===== src/rtl/sop_share_arbiter.sv =====
// Purpose: round-robin share of one sum-of-products engine between NREQ requesters, with result routing by tag.
// Latency: grant is combinational; operands reach the engine 1 cycle after issue; response is 1 cycle after the engine result.
// Backpressure: grants stop while DEPTH operations are in flight; requesters hold req until they see gnt.
//
// Ports:
//   clock, clock_areset_n        clock and asynchronous active-low reset
//   req / req_a / req_b          per-requester issue request and operand vectors
//   gnt                          one-hot combinational grant (issue when req[i] & gnt[i])
//   sop_data_valid/_dataa/_datab registered issue to the engine
//   sop_result_valid/sop_result  in-order result from the engine
//   rsp_valid / rsp_data         one-hot registered response strobe and shared result word
//   inflight                     issued but not yet returned operations
//   tag_err                      sticky: a result arrived with no owner recorded
module sop_share_arbiter #(
  parameter int EXP   = 8,
  parameter int MANT  = 7,
  parameter int WIDTH = 1 + EXP + MANT,
  parameter int NUM   = 9,
  parameter int NREQ  = 4,
  parameter int DEPTH = 16,
  parameter int IDW   = (NREQ > 1) ? $clog2(NREQ) : 1
) (
  input  logic                      clock,
  input  logic                      clock_areset_n,
  input  logic [NREQ-1:0]           req,
  input  logic [NREQ*NUM*WIDTH-1:0] req_a,
  input  logic [NREQ*NUM*WIDTH-1:0] req_b,
  output logic [NREQ-1:0]           gnt,
  output logic                      sop_data_valid,
  output logic [NUM*WIDTH-1:0]      sop_dataa,
  output logic [NUM*WIDTH-1:0]      sop_datab,
  input  logic                      sop_result_valid,
  input  logic [WIDTH-1:0]          sop_result,
  output logic [NREQ-1:0]           rsp_valid,
  output logic [WIDTH-1:0]          rsp_data,
  output logic [$clog2(DEPTH):0]    inflight,
  output logic                      tag_err
);

  localparam int AW = $clog2(DEPTH);
  localparam int VW = NUM * WIDTH;

  logic [IDW-1:0] rr_ptr;
  logic [IDW-1:0] gnt_idx;
  logic [IDW-1:0] cand_idx;
  logic           issue;
  logic           en;
  logic           pop;
  logic           fifo_empty;
  logic [AW:0]    wr_ptr;
  logic [AW:0]    rd_ptr;
  logic [IDW-1:0] tag_mem [DEPTH];
  int             cand;

  // Pointers carry one extra bit, so their difference is the occupancy
  // directly and full (== DEPTH) is distinguishable from empty.
  assign inflight   = wr_ptr - rd_ptr;
  assign fifo_empty = (wr_ptr == rd_ptr);
  assign pop        = sop_result_valid && !fifo_empty;

  // Reset is folded in so gnt reads 0 while reset is asserted even if req is high.
  // A pop in this cycle does not free a slot until the next cycle.
  assign en = clock_areset_n && (inflight < (AW+1)'(DEPTH));

  // Round-robin search starting at rr_ptr, wrapping at NREQ.
  always_comb begin
    gnt      = '0;
    gnt_idx  = '0;
    cand_idx = '0;
    issue    = 1'b0;
    cand     = 0;
    if (en) begin
      for (int k = 0; k < NREQ; k++) begin
        cand = int'(rr_ptr) + k;
        if (cand >= NREQ) cand = cand - NREQ;
        cand_idx = IDW'(cand);
        if (!issue && req[cand_idx]) begin
          issue         = 1'b1;
          gnt[cand_idx] = 1'b1;
          gnt_idx       = cand_idx;
        end
      end
    end
  end

  always_ff @(posedge clock or negedge clock_areset_n) begin
    if (!clock_areset_n) begin
      rr_ptr         <= '0;
      sop_data_valid <= 1'b0;
      sop_dataa      <= '0;
      sop_datab      <= '0;
      wr_ptr         <= '0;
      rd_ptr         <= '0;
      rsp_valid      <= '0;
      rsp_data       <= '0;
      tag_err        <= 1'b0;
    end else begin
      sop_data_valid <= issue;
      if (issue) begin
        sop_dataa <= req_a[gnt_idx*VW +: VW];
        sop_datab <= req_b[gnt_idx*VW +: VW];
        wr_ptr    <= wr_ptr + 1'b1;
        rr_ptr    <= (gnt_idx == IDW'(NREQ-1)) ? '0 : gnt_idx + 1'b1;
      end

      rsp_valid <= '0;
      if (pop) begin
        rsp_valid[tag_mem[rd_ptr[AW-1:0]]] <= 1'b1;
        rsp_data <= sop_result;
        rd_ptr   <= rd_ptr + 1'b1;
      end

      // A result with no recorded owner means engine and arbiter are out of step.
      if (sop_result_valid && fifo_empty) tag_err <= 1'b1;
    end
  end

  // Tag storage needs no reset: entries are only read between push and pop.
  always_ff @(posedge clock) begin
    if (issue) tag_mem[wr_ptr[AW-1:0]] <= gnt_idx;
  end

endmodule


===== config.mk =====
export PLATFORM = sky130hd
export DESIGN_NAME = sop_share_arbiter
export DESIGN_NICKNAME = d
export VERILOG_FILES = /design/src/rtl/sop_share_arbiter.sv
export SDC_FILE = /design/constraint.sdc
export NUM_CORES = 1
export LEC_CHECK = 0
export BUFFER_PORTS_ARGS = -buffer_cell sky130_fd_sc_hd__clkbuf_2
export CAP_MARGIN = 25
export CORE_AREA = 4 4 578 580
export CTS_CLUSTER_SIZE = 28
export DETAILED_ROUTE_END_ITERATION = 10
export DIE_AREA = 0 0 582 584
export PLACE_DENSITY_LB_ADDON = 0.12
export SLEW_MARGIN = 20
export SYNTH_ARGS = -nofsm -noshare
export SYNTH_HDL_FRONTEND = slang
export SYNTH_SLANG_ARGS = --single-unit

===== constraint.sdc =====
create_clock -name clock -period 4.9 [get_ports clock]
set_input_delay 0 -clock clock [delete_from_list [all_inputs] [get_ports clock]]
set_output_delay 0 -clock clock [all_outputs]
set_load 0.1 [all_outputs]

==> out/metrics.csv <==
stage,metric,value,unit
global_routing,vias in the first global route,35670,
global_routing,largest net degree at the start of global routing,108,
worst_setup_path,Worst setup EP type,flop,
yosys,main flop type after synthesis,dfrtp_1,
sta,Finish-stage setup viols,0,
worst_setup_path,crit path kind,flop to flop,
global_routing,grt total ovfl,0,
run,MaxCap Viol Count,0,
placement,gp weighted congestion,0.8623,
route,Via density,3.455,
route,via count,33120,
sta,Final period util,93.32,%
pwr,Peak VDD IR,0.0005176,V
sta,Max Clock Skew,0.07470,ns
yosys,post-synth cell types,46,
clocking,clock root buffer,clkbuf_16,
pwr,Clock power frac,9.6,%
worst_setup_path,crit path cell chain,"inv_1, ha_1, fa_1, nand2b_1, a21oi_2, mux2_2, a311o_2, buf_12, buf_12, a211oi_1, dlygate4sd3_1, o31ai_1, dlygate4sd3_1",
cells_and_area,Layout area overhead,116.4,%
yosys,Post-synth ARST share,90.96,%
sta,Fmax,218.7,MHz
worst_setup_path,reg-to-reg startpoint,wr_ptr[0],
yosys,area share of the largest cell type after synthesis,34.93,%
placement,I/O Buffers,1493,
yosys,#FFs+latches synth,354,
cells_and_area,Multi-input gate area,12670,sq um
placement,worst slack at placement,0.3169,ns
worst_hold_path,hold crit path type,primary input to flop,
pwr,Comb power frac,78.5,%
yosys,Yosys top cell by area,dfrtp_1,
worst_hold_path,Hold Startpoint,req_a[32],
sta,Hold Worst Slack,0.03234,ns
worst_setup_path,origin of the worst setup path,wr_ptr[0],
route,routed length per instance,26.47,um
placement,Post-DP HPWL,209300,um
worst_setup_path,Setup crit start kind,flop,
pwr,Sw Share,59.89,%
sta,RSZ-0062 raised after global routing,no,
worst_setup_path,crit path DAT,5.15,ns
global_routing,first-pass GRT wire length,335200,um
cells_and_area,final cell count without fillers,9587,
pwr,Sw Pwr,28.02,mW
cells_and_area,post-route cell area,49930,sq um
sta,final hold viol count,0,
clocking,H-tree levels,2,
route,DRC viols,0,
yosys,YS warnings,0,
clocking,TritonCTS Buffers,58,
clocking,Clock Path Buffers,3,
clocking,"Reg clk slew, reported paths",0.07,ns
worst_setup_path,"Largest stage delay, worst path",0.59,ns
status,status,"finished, final reports clean",
yosys,Syn Inst Count,2614,
floorplanning,Core Footprint,329200,sq um
placement,Inst Count DP,8289,
sta,pins over their slew limit,0,
cells_and_area,Storage cell area,9019,sq um
cells_and_area,"Core Util, Final",15.17,%
yosys,dominant cells by area after synthesis,"dfrtp_1, a211oi_1, and3_1, o31ai_1, nand2_1",
pwr,sequential share of power,11.9,%
pwr,PD cells,937.0,nW/um^2
worst_setup_path,CP Max Fanout,61,
clocking,Worst-Skew Late Latency,0.76,ns
worst_setup_path,WP data required,5.48,ns
route,DR pass1 iterations,5,
global_routing,initial antenna violation count,128,
cells_and_area,layout net count,6331,
cells_and_area,Filler cells,37820,
sta,Setup WS post-layout,0.3272,ns
yosys,syn avg cell area,8.825,sq um
yosys,mapped cell area,23070,sq um
placement,Area after DPL,36310,sq um
route,final antenna-violating net count,0,
sta,fin crit period,4.573,ns
yosys,sequential fraction of the synthesis area,39.10,%
route,drt initial violations,1636,
floorplanning,num rows,211,
route,routed wire length,253700,um
sta,Slew HR,17.10,%
worst_setup_path,critical path's slowest cell,dlygate4sd3_1,
cells_and_area,share of post-route cells with drive strength above 1,34.10,%
floorplanning,number of top-level pins,1494,
clocking,clk sinks,354,
sta,setup TNS,0,ns
floorplanning,Die W,582,um
pwr,Int Pwr,18.76,mW
pwr,Final Power,46.78,mW
sta,Slew @ Worst Pin,1.236,ns
pwr,leakage power figure,24.21,nW
clocking,CTS tree,done,
cells_and_area,"commonest non-fill, non-tap cell in the layout",clkbuf_2,
global_routing,all-layer global routing usage,14.32,%
yosys,post-synth net total,3807,
floorplanning,Die ar.,339900,sq um
cells_and_area,"commonest non-fill, non-tap cells in the layout","clkbuf_2, dlygate4sd3_1, and3_1, a211oi_1, nand2_1",
yosys,Post-synth EDFFs,32,
floorplanning,initial cell density of the core,7.007,%
floorplanning,Die Y,584,um
## critical path, delay by kind of cell, from the launching register on
| kind | cells | cell delay (ns) |
|---|---|---|
| and+or+nand+nor | 1 | 0.17 |
| adders and majority gates | 2 | 0.64 |
| DFF | 1 | 0.39 |
| buffers and inverters | 5 | 1.64 |
| AOI/OAI and AO/OA | 4 | 0.98 |
| muxes | 1 | 0.43 |
## area by class of cell
type / instances / area share, %
repair buffers: 2796 / 41.42
flip-flops and latches: 354 / 18.06
multi-input cells: 1913 / 25.38
diodes: 34 / 0.1704
inverters: 15 / 0.1278
well taps: 4366 / 10.94
clock inverters: 27 / 0.5939
clock buffers: 82 / 3.308
## timing repair
item	CTS	global route
setup buffers	0	3
setup endpoints to repair	0	110
endpoints found under the hold margin	530	0
hold buffers	1150	0
gates resized for setup	0	1
## metal layers
| metal | global-route usage [%] | routed length (um) | vias to the layer above | share of wire (%) |
|---|---|---|---|---|
| met5 | 0 | 479 | - | 0.19 |
| met3 | 4.433 | 19730 | 264 | 7.8 |
| li1 | - | - | 15190 | - |
| met1 | 17.94 | 108600 | 16290 | 43 |
| met2 | 24.02 | 119100 | 1295 | 47 |
| met4 | 3.103 | 5883 | 80 | 2.3 |
## kinds of logic (layout without fill, tap and decap cells)
family | Yosys count | after routing | synth area share [%]
muxes | 23 | 23 | 1.768
and+or+nand+nor | 969 | 969 | 22.51
adders and majority gates | 18 | 18 | 1.009
AOI/OAI and AO/OA | 890 | 890 | 28.90
xor gates and xnor gates | 13 | 13 | 0.4936
buffers and inverters | 347 | 2920 | 6.221
other | 0 | 34 | 0
DFF | 354 | 354 | 39.10
## registers in the layout, indices dropped and copies added (netlist names)
signal,count
rr_ptr,2
tag_mem,32
rsp_data,16
sop_dataa,144
tag_err,1
rd_ptr,5
rsp_valid,4
wr_ptr,5
sop_datab,144
sop_data_valid,1
## power by group through the flow
stage               Sequential (mW)  Clock [mW]  Combinational [mW]
floorplan                      13.9           0                11.8
global placement               5.65           0                32.0
detailed placement             5.65           0                31.9
CTS                            5.63        4.77                37.4
global route                   5.76        4.81                39.2
finish                         5.59        4.47                36.7
## worst paths after layout
| path | endpoint | slack [ns] | cells past startpoint |
|---|---|---|---|
| worst min-delay path | sop_dataa[32] | 0.03 | 4 |
| worst max register to register | sop_dataa[10] | 0.33 | 13 |
| max in group asynchronous | sop_datab[97] | 3.03 | 5 |
| worst min register to register | sop_dataa[55] | 0.48 | 2 |
| worst max-delay path | sop_dataa[10] | 0.33 | 13 |
| min in group asynchronous | sop_dataa[122] | 0.53 | 4 |
## Yosys cell counts (2+ instances only)
cell and n:
mux2i_1 7, edfxtp_1 32, nand2_1 344, dfrtp_1 322
buf_2 28, inv_1 14, clkbuf_1 284, a21oi_1 4
nor2_1 14, nand4_1 4, a221oi_1 4, a22oi_1 4
o21ai_0 2, and4_1 4, o21ai_1 3, nand2b_1 2
a31oi_1 2, mux4_2 14, buf_6 11, and3_1 581
buf_1 7, nor2b_1 2, xor2_1 2, mux2_2 2
and2_1 8, a211oi_1 576, o31ai_1 288, nor3_1 3
a21o_1 2, nor3b_1 2, xnor2_1 11, ha_1 17
No activity file was read; power rests on OpenSTA's default activity.
